`src/rtl/datapath_pkg.sv`:
```
// rtl/datapath_pkg.sv - shared opcode/funct constants, FSM state enum and instruction field widths
package datapath_pkg;

    localparam int INSTR_W = 16;
    localparam int OP_W    = 3;
    localparam int REG_W   = 3;
    localparam int IMM_W   = 7;
    localparam int FUNCT_W = 3;
    localparam int NUM_REGS = 8;

    localparam logic [OP_W-1:0] OP_RTYPE = 3'b000;
    localparam logic [OP_W-1:0] OP_ADDI  = 3'b001;
    localparam logic [OP_W-1:0] OP_LW    = 3'b010;
    localparam logic [OP_W-1:0] OP_SW    = 3'b011;
    localparam logic [OP_W-1:0] OP_BEQ   = 3'b100;
    localparam logic [OP_W-1:0] OP_JMP   = 3'b101;
    localparam logic [OP_W-1:0] OP_NOP   = 3'b110;
    localparam logic [OP_W-1:0] OP_HALT  = 3'b111;

    localparam logic [FUNCT_W-1:0] FN_ADD = 3'b000;
    localparam logic [FUNCT_W-1:0] FN_SUB = 3'b001;
    localparam logic [FUNCT_W-1:0] FN_AND = 3'b010;
    localparam logic [FUNCT_W-1:0] FN_OR  = 3'b011;
    localparam logic [FUNCT_W-1:0] FN_XOR = 3'b100;
    localparam logic [FUNCT_W-1:0] FN_SLT = 3'b101;
    localparam logic [FUNCT_W-1:0] FN_SLL = 3'b110;
    localparam logic [FUNCT_W-1:0] FN_SRL = 3'b111;

    typedef enum logic [2:0] {
        S_FETCH  = 3'd0,
        S_DECODE = 3'd1,
        S_EXEC   = 3'd2,
        S_MEM    = 3'd3,
        S_WB     = 3'd4,
        S_HALT   = 3'd5
    } state_t;

endpackage

```
`src/rtl/reg_file.sv`:
```
// rtl/reg_file.sv - 8 x DATA_W register file, r0 hardwired to zero, two async reads, one sync write
module reg_file
    import datapath_pkg::*;
#(
    parameter int DATA_W = 32
) (
    input  logic              clk,
    input  logic              reset,
    input  logic [REG_W-1:0]  raddr_a,
    output logic [DATA_W-1:0] rdata_a,
    input  logic [REG_W-1:0]  raddr_b,
    output logic [DATA_W-1:0] rdata_b,
    input  logic              we,
    input  logic [REG_W-1:0]  waddr,
    input  logic [DATA_W-1:0] wdata
);

    logic [DATA_W-1:0] regs [NUM_REGS];

    // Clear all registers on reset; drop writes that target r0 so it stays zero.
    always_ff @(posedge clk) begin
        if (reset) begin
            for (int i = 0; i < NUM_REGS; i++) begin
                regs[i] <= '0;
            end
        end else if (we && (waddr != '0)) begin
            regs[waddr] <= wdata;
        end
    end

    assign rdata_a = (raddr_a == '0) ? '0 : regs[raddr_a];
    assign rdata_b = (raddr_b == '0) ? '0 : regs[raddr_b];

endmodule

```
`src/rtl/multi_cycle_datapath.sv`:
```
// rtl/multi_cycle_datapath.sv - multi-cycle 16-bit-ISA core; BEQ/JMP enabled by DATAPATH_BRANCH_EN
module multi_cycle_datapath
    import datapath_pkg::*;
#(
    parameter int                DATA_W   = 32,
    parameter logic [DATA_W-1:0] RESET_PC = '0
) (
    input  logic               CLK,
    input  logic               RESET,
    output logic               imem_req,
    output logic [DATA_W-1:0]  imem_addr,
    input  logic [INSTR_W-1:0] imem_rdata,
    input  logic               imem_ack,
    output logic               dmem_req,
    output logic               dmem_we,
    output logic [DATA_W-1:0]  dmem_addr,
    output logic [DATA_W-1:0]  dmem_wdata,
    input  logic [DATA_W-1:0]  dmem_rdata,
    input  logic               dmem_ack,
    output logic [DATA_W-1:0]  PC,
    output logic               halted
);

    localparam logic [DATA_W-1:0] PC_STEP = DATA_W'(1);

    state_t              state;
    logic [INSTR_W-1:0]  ir;
    logic [DATA_W-1:0]   pc_q;
    logic [DATA_W-1:0]   a_q;
    logic [DATA_W-1:0]   b_q;
    logic [DATA_W-1:0]   result_q;
    logic [DATA_W-1:0]   addr_q;
    logic [DATA_W-1:0]   wdata_q;

    logic [OP_W-1:0]     op;
    logic [REG_W-1:0]    rd;
    logic [REG_W-1:0]    rs;
    logic [REG_W-1:0]    rt;
    logic [IMM_W-1:0]    imm;
    logic [FUNCT_W-1:0]  funct;
    logic [DATA_W-1:0]   imm_sext;

    logic [REG_W-1:0]    rf_raddr_b;
    logic [DATA_W-1:0]   rf_rdata_a;
    logic [DATA_W-1:0]   rf_rdata_b;
    logic                rf_we;

    logic [FUNCT_W-1:0]  alu_fn;
    logic [DATA_W-1:0]   alu_b;
    logic [DATA_W-1:0]   alu_out;
    logic [DATA_W-1:0]   pc_plus1;
    logic [DATA_W-1:0]   pc_target;
    logic                branch_taken;

    assign op       = ir[15:13];
    assign rd       = ir[12:10];
    assign rs       = ir[9:7];
    assign imm      = ir[6:0];
    assign rt       = imm[6:4];
    assign funct    = imm[2:0];
    assign imm_sext = {{(DATA_W-IMM_W){imm[IMM_W-1]}}, imm};

    // Port B carries rt for R-type and rd otherwise (BEQ compare, SW store data).
    assign rf_raddr_b = (op == OP_RTYPE) ? rt : rd;
    assign rf_we      = (state == S_WB);

    assign pc_plus1  = pc_q + PC_STEP;
    assign pc_target = pc_plus1 + imm_sext;

    assign imem_addr  = pc_q;
    assign dmem_addr  = addr_q;
    assign dmem_wdata = wdata_q;
    assign PC         = pc_q;

    reg_file #(
        .DATA_W (DATA_W)
    ) u_reg_file (
        .clk     (CLK),
        .reset   (RESET),
        .raddr_a (rs),
        .rdata_a (rf_rdata_a),
        .raddr_b (rf_raddr_b),
        .rdata_b (rf_rdata_b),
        .we      (rf_we),
        .waddr   (rd),
        .wdata   (result_q)
    );

    // ALU: ADDI reuses the adder with the sign-extended immediate as second operand.
    always_comb begin
        alu_fn  = (op == OP_RTYPE) ? funct : FN_ADD;
        alu_b   = (op == OP_RTYPE) ? b_q : imm_sext;
        alu_out = '0;
        case (alu_fn)
            FN_ADD: alu_out = a_q + alu_b;
            FN_SUB: alu_out = a_q - alu_b;
            FN_AND: alu_out = a_q & alu_b;
            FN_OR:  alu_out = a_q | alu_b;
            FN_XOR: alu_out = a_q ^ alu_b;
            FN_SLT: alu_out = {{(DATA_W-1){1'b0}}, ($signed(a_q) < $signed(alu_b))};
            FN_SLL: alu_out = {a_q[DATA_W-2:0], 1'b0};
            FN_SRL: alu_out = {1'b0, a_q[DATA_W-1:1]};
            default: alu_out = '0;
        endcase
    end

    // Branch decision; without the branch feature BEQ/JMP fall through like NOP.
    always_comb begin
        branch_taken = 1'b0;
`ifdef DATAPATH_BRANCH_EN
        if (op == OP_BEQ) begin
            branch_taken = (b_q == a_q);
        end else if (op == OP_JMP) begin
            branch_taken = 1'b1;
        end
`endif
    end

    // Main control FSM; all bus requests and status outputs are registered here.
    always_ff @(posedge CLK) begin
        if (RESET) begin
            state    <= S_FETCH;
            pc_q     <= RESET_PC;
            imem_req <= 1'b0;
            dmem_req <= 1'b0;
            dmem_we  <= 1'b0;
            halted   <= 1'b0;
            ir       <= '0;
            a_q      <= '0;
            b_q      <= '0;
            result_q <= '0;
            addr_q   <= '0;
            wdata_q  <= '0;
        end else begin
            case (state)
                S_FETCH: begin
                    // Ack only counts once our request is actually on the bus.
                    if (imem_req && imem_ack) begin
                        ir       <= imem_rdata;
                        imem_req <= 1'b0;
                        state    <= S_DECODE;
                    end else begin
                        imem_req <= 1'b1;
                    end
                end
                S_DECODE: begin
                    a_q   <= rf_rdata_a;
                    b_q   <= rf_rdata_b;
                    state <= S_EXEC;
                end
                S_EXEC: begin
                    case (op)
                        OP_RTYPE, OP_ADDI: begin
                            result_q <= alu_out;
                            state    <= S_WB;
                        end
                        OP_LW, OP_SW: begin
                            addr_q   <= a_q + imm_sext;
                            wdata_q  <= b_q;
                            dmem_req <= 1'b1;
                            dmem_we  <= (op == OP_SW);
                            state    <= S_MEM;
                        end
                        OP_HALT: begin
                            halted <= 1'b1;
                            state  <= S_HALT;
                        end
                        default: begin
                            pc_q     <= branch_taken ? pc_target : pc_plus1;
                            imem_req <= 1'b1;
                            state    <= S_FETCH;
                        end
                    endcase
                end
                S_MEM: begin
                    if (dmem_req && dmem_ack) begin
                        dmem_req <= 1'b0;
                        dmem_we  <= 1'b0;
                        if (dmem_we) begin
                            pc_q     <= pc_plus1;
                            imem_req <= 1'b1;
                            state    <= S_FETCH;
                        end else begin
                            result_q <= dmem_rdata;
                            state    <= S_WB;
                        end
                    end
                end
                S_WB: begin
                    pc_q     <= pc_plus1;
                    imem_req <= 1'b1;
                    state    <= S_FETCH;
                end
                S_HALT: begin
                    state <= S_HALT;
                end
                default: begin
                    state <= S_FETCH;
                end
            endcase
        end
    end

endmodule
```
`config.mk`:
```
export PLATFORM = sky130hd
export DESIGN_NAME = multi_cycle_datapath
export DESIGN_NICKNAME = d
export VERILOG_FILES = /design/src/rtl/datapath_pkg.sv /design/src/rtl/reg_file.sv /design/src/rtl/multi_cycle_datapath.sv
export SDC_FILE = /design/constraint.sdc
export NUM_CORES = 1
export LEC_CHECK = 0
export ABC_AREA = 1
export CORE_MARGIN = 3
export CORE_UTILIZATION = 40
export CTS_BUF_LIST = sky130_fd_sc_hd__clkbuf_16
export DETAILED_ROUTE_END_ITERATION = 8
export MAX_ROUTING_LAYER = met4
export SYNTH_ARGS = -nofsm -noshare
export SYNTH_HDL_FRONTEND = slang
export SYNTH_SLANG_ARGS = --single-unit
```
`constraint.sdc`:
```
create_clock -name CLK -period 4.3 [get_ports CLK]
set_clock_uncertainty 0.2 [all_clocks]
set_input_delay 0.86 -clock CLK [delete_from_list [all_inputs] [get_ports CLK]]
set_output_delay 0.86 -clock CLK [all_outputs]
set_load 0.005 [all_outputs]
```
==> results.sh <==
export IMPL_status="finished, final reports clean"
export IMPL_wirelength_mm=123
export IMPL_synthesis_instances=4108
export IMPL_critical_path_capture_point_type="register"
export IMPL_seq_area_frac_synth_pct=40.6
export IMPL_slew_viol_final=0
export IMPL_cp_cell_sequence="nor2_1, nand2_2, buf_12, o21ai_0, inv_1, ha_1, nor2_1, nand2_1, nand2_1, nand2_1, nand3b_1, inv_1, o21bai_1, nor2_1, o21ai_1, nand3_1, a21oi_1"
export IMPL_achievable_frequency_ghz=0.245
export IMPL_fp_coreArea_um2=73200
export IMPL_grt_first_pass_wirelength_mm=180
export IMPL_area_occupied_by_registers_um2=12100
export IMPL_drt_iter0_markers=3466
export IMPL_cellLeakagePower_uw=0.0139
export IMPL_post_drt_wl_per_cell_um=23.5
export IMPL_syn2layout_area_growth_pct=15.5
export IMPL_post_route_min_period_ns=4.07
export IMPL_final_worst_path_cycle_share_pct=94.7
export IMPL_unrepaired_setup_endpoints_after_global_routing="false"
export IMPL_setup_worst_path_class="reg -> reg"
export IMPL_clkLatencyLatePin_ns=0.63
export IMPL_finalWorstSetupSlack_ns=0.226
export IMPL_placed_area_um2=32500
export IMPL_max_cap_violations=0
export IMPL_hold_bufs_inserted_after_cts=0
export IMPL_drtPass1Iterations=7
export IMPL_grt_util_all_layers_pct=31.6
export IMPL_power_ir_vdd_worst_v=0.000379
export IMPL_buffer_ports_inserted=183
export IMPL_setup_tns_final_ns=0
export IMPL_final_util_pct=46.8
export IMPL_power_density_nw_per_um2=615
export IMPL_layout_cell_area_non_filler_um2=34200
export IMPL_chipWidth_um=278
export IMPL_cts_num_sinks=474
export IMPL_detail_route_antenna_nets=0
export IMPL_cts_buffers_inserted=55
export IMPL_final_hold_viol_count=0
export IMPL_top_level_ports=184
export IMPL_dp_worst_setup_slack_ns=0.256
export IMPL_worst_path_max_fanout=24
export IMPL_hpwl_mm=85.6
export IMPL_reg2reg_setup_slack_ns=0.23
export IMPL_synth_async_sr_flop_share_pct=0
export IMPL_setup_viol_count_final=0
export IMPL_post_synth_main_area_contributors="sky130_fd_sc_hd__edfxtp_1 26%, sky130_fd_sc_hd__dfxtp_1 15%, sky130_fd_sc_hd__nor2_1 10%"
export IMPL_max_stage_delay_ns=0.50
export IMPL_synth_lib_cells_used_distinct=56
export IMPL_worst_setup_hold_path_clk_slew_ns=0.06
export IMPL_synth_seq_cells=474
export IMPL_die_h_um=278
export IMPL_hold_path_class="reg -> reg"
export IMPL_core_rowCount=99
export IMPL_layout_drive_gt1_share_pct=5.23
export IMPL_timing_slew_headroom_pct=29.7
export IMPL_avg_cell_area_syn_um2=7.22
export IMPL_cts_htree_levels=2
export IMPL_start_util_pct=40.5
export IMPL_cp_top_family="simple AND/OR/NAND/NOR gates"
export IMPL_tightest_slew_ns=1.05
export IMPL_grt_overflow=0
export IMPL_vias_per_cell=5.71
export IMPL_via_count=29800
export IMPL_max_clock_path_buffers=3
export IMPL_vias_in_the_first_global_route=28200
export IMPL_synth_yosys_warnings=0
export IMPL_final_cells=5225
export IMPL_critical_path_startpoint_type="register"
export IMPL_tritoncts="done"
export IMPL_grt_antenna_before_repair=3
export IMPL_die_area_um2=77400
export IMPL_number_of_synthesized_flops_with_an_enable_pin=256
export IMPL_netlist_area_leader_share_pct=25.9
export IMPL_fillers=7488
export IMPL_cp_data_required_time_ns=4.65
export IMPL_drt_drc_violations_left=0
export IMPL_multi_input_comb_area_um2=15100
export IMPL_yosys_area_top_type="sky130_fd_sc_hd__edfxtp_1"
export IMPL_ctsRootBufferMaster="sky130_fd_sc_hd__clkbuf_16"
export IMPL_num_nets_final=4399
export IMPL_gpl_final_weighted_congestion=1.04
export IMPL_crit_slowest_cell="sky130_fd_sc_hd__o21ai_0"
export IMPL_critical_path_n_buffers_inverters=3
export IMPL_arrival_ns=4.43
export IMPL_dp_cells=5118
export IMPL_synth_main_ff_cell="sky130_fd_sc_hd__edfxtp_1"
export IMPL_maximum_number_of_pins_on_one_net_before_global_route_repair=127
export IMPL_synthesis_area_um2=29600
## report_power, final
part           leakage, µW  internal (µW)  switching [µW]
Sequential         0.00439           5180             551
Combinational      0.00859           2900            7830
Clock             0.000902           2560            2040
Total               0.0139          10600           10400
## state kept, by name, summed over array words and instances (netlist names), named ones only
name / count
u_reg_file.regs: 256
dmem_we: 1
halted: 1
ir: 16
imem_req: 1
b_q: 32
result_q: 32
dmem_wdata: 32
dmem_req: 1
state: 3
dmem_addr: 32
a_q: 32
PC: 32
## Yosys cell counts, types with 3 or more instances
cell type                  instances
sky130_fd_sc_hd__buf_4            32
sky130_fd_sc_hd__a31oi_1          38
sky130_fd_sc_hd__o211ai_1          9
sky130_fd_sc_hd__clkbuf_1        186
sky130_fd_sc_hd__inv_1           392
sky130_fd_sc_hd__nand4_1          41
sky130_fd_sc_hd__buf_1             3
sky130_fd_sc_hd__nor3_1           45
sky130_fd_sc_hd__o21a_1            8
sky130_fd_sc_hd__nor2_4            3
sky130_fd_sc_hd__inv_2            14
sky130_fd_sc_hd__xnor2_1          10
sky130_fd_sc_hd__xor2_1           33
sky130_fd_sc_hd__edfxtp_1        256
sky130_fd_sc_hd__nand3_1         156
sky130_fd_sc_hd__nor2_2            5
sky130_fd_sc_hd__o22ai_1          62
sky130_fd_sc_hd__o21ai_0         479
sky130_fd_sc_hd__nor4_1           14
sky130_fd_sc_hd__o221ai_1         80
sky130_fd_sc_hd__and2_1            3
sky130_fd_sc_hd__a21oi_1         279
sky130_fd_sc_hd__fa_1              3
sky130_fd_sc_hd__o21bai_1         13
sky130_fd_sc_hd__nor2_1          786
sky130_fd_sc_hd__o21ai_1          41
sky130_fd_sc_hd__buf_2            33
sky130_fd_sc_hd__a21o_1            5
sky130_fd_sc_hd__nand2_1         683
sky130_fd_sc_hd__a211oi_1         11
sky130_fd_sc_hd__nand3b_1          7
sky130_fd_sc_hd__dfxtp_1         218
sky130_fd_sc_hd__ha_1            128
sky130_fd_sc_hd__nand2_2           4
## placed cells by master, fill, tap and decap left out, types with 7 or more instances in the layout
cell / n
sky130_fd_sc_hd__nor2_1: 784
sky130_fd_sc_hd__nand2_1: 677
sky130_fd_sc_hd__o21ai_0: 478
sky130_fd_sc_hd__inv_1: 402
sky130_fd_sc_hd__a21oi_1: 279
sky130_fd_sc_hd__edfxtp_1: 256
sky130_fd_sc_hd__dfxtp_1: 216
sky130_fd_sc_hd__clkdlybuf4s50_1: 182
sky130_fd_sc_hd__nand3_1: 156
sky130_fd_sc_hd__ha_1: 128
sky130_fd_sc_hd__buf_4: 88
sky130_fd_sc_hd__o221ai_1: 80
sky130_fd_sc_hd__o22ai_1: 62
sky130_fd_sc_hd__clkbuf_16: 56
sky130_fd_sc_hd__nor3_1: 45
sky130_fd_sc_hd__nand4_1: 41
sky130_fd_sc_hd__o21ai_1: 40
sky130_fd_sc_hd__a31oi_1: 38
sky130_fd_sc_hd__xor2_1: 33
sky130_fd_sc_hd__conb_1: 32
sky130_fd_sc_hd__clkinv_2: 15
sky130_fd_sc_hd__nor4_1: 14
sky130_fd_sc_hd__inv_2: 13
sky130_fd_sc_hd__o21bai_1: 13
sky130_fd_sc_hd__clkinv_1: 13
sky130_fd_sc_hd__a211oi_1: 11
sky130_fd_sc_hd__xnor2_1: 10
sky130_fd_sc_hd__nand2_2: 9
sky130_fd_sc_hd__o211ai_1: 9
sky130_fd_sc_hd__o21a_1: 8
sky130_fd_sc_hd__nand3b_1: 7
## layer usage
layer / up-vias / global-route usage [%] / part of all wire, %
met5: - / - / 0
met4: 0 / 12.0 / 4.5
met3: 300 / 7.05 / 10
met2: 1543 / 46.6 / 43
met1: 14000 / 42.3 / 42
li1: 14000 / - / -
## cells by family (layout without fill, tap and decap cells)
group	Yosys count	count (layout)	synth area share, %
flops	474	474	40.6
xor+xnor	43	43	1.27
fa+ha+maj	131	131	5.60
compound gates	1038	1038	19.5
other cells	1	36	0.0126
simple gates	1758	1758	24.0
buf+inv	663	786	8.94
## worst min-delay path, cell delays in order (launching register included)
cell                      delay [ns]
sky130_fd_sc_hd__dfxtp_1        0.31
sky130_fd_sc_hd__nand2_1        0.06
sky130_fd_sc_hd__a21oi_1        0.05
## stage by stage
| step | hold WS [ns] | power (µW) |
|---|---|---|
| 2_1_floorplan | 0.236 | 12200 |
| 3_3_place_gp | 0.254 | 16200 |
| 3_5_place_dp | 0.260 | 16200 |
| 4_1_cts | 0.269 | 20800 |
| 5_1_grt | 0.289 | 22200 |
| 6_report | 0.271 | 21100 |
## what timing repair did
| item | in CTS | in global routing |
|---|---|---|
| gates resized for setup | 0 | 1 |
| endpoints found under the setup margin | 0 | 6 |
| buffers inserted | 0 | 0 |
## final timing paths
check | start | end | depth (start not counted)
setup reg to reg | ir[15] | result_q[17] | 17
setup / recovery | ir[15] | result_q[17] | 17
hold reg to reg | a_q[6] | a_q[6] | 2
hold / removal | a_q[6] | a_q[6] | 2
## final cells by class
type,instances,area share (%)
antenna,4,0.0292
clock buffer,56,4.09
clock inverter,47,1.01
inverter,408,4.48
multi-input combinational,3002,44.1
sequential,474,35.2
tap,959,3.51
timing repair buffer,275,7.52
Power figures use the tool's default switching activity.
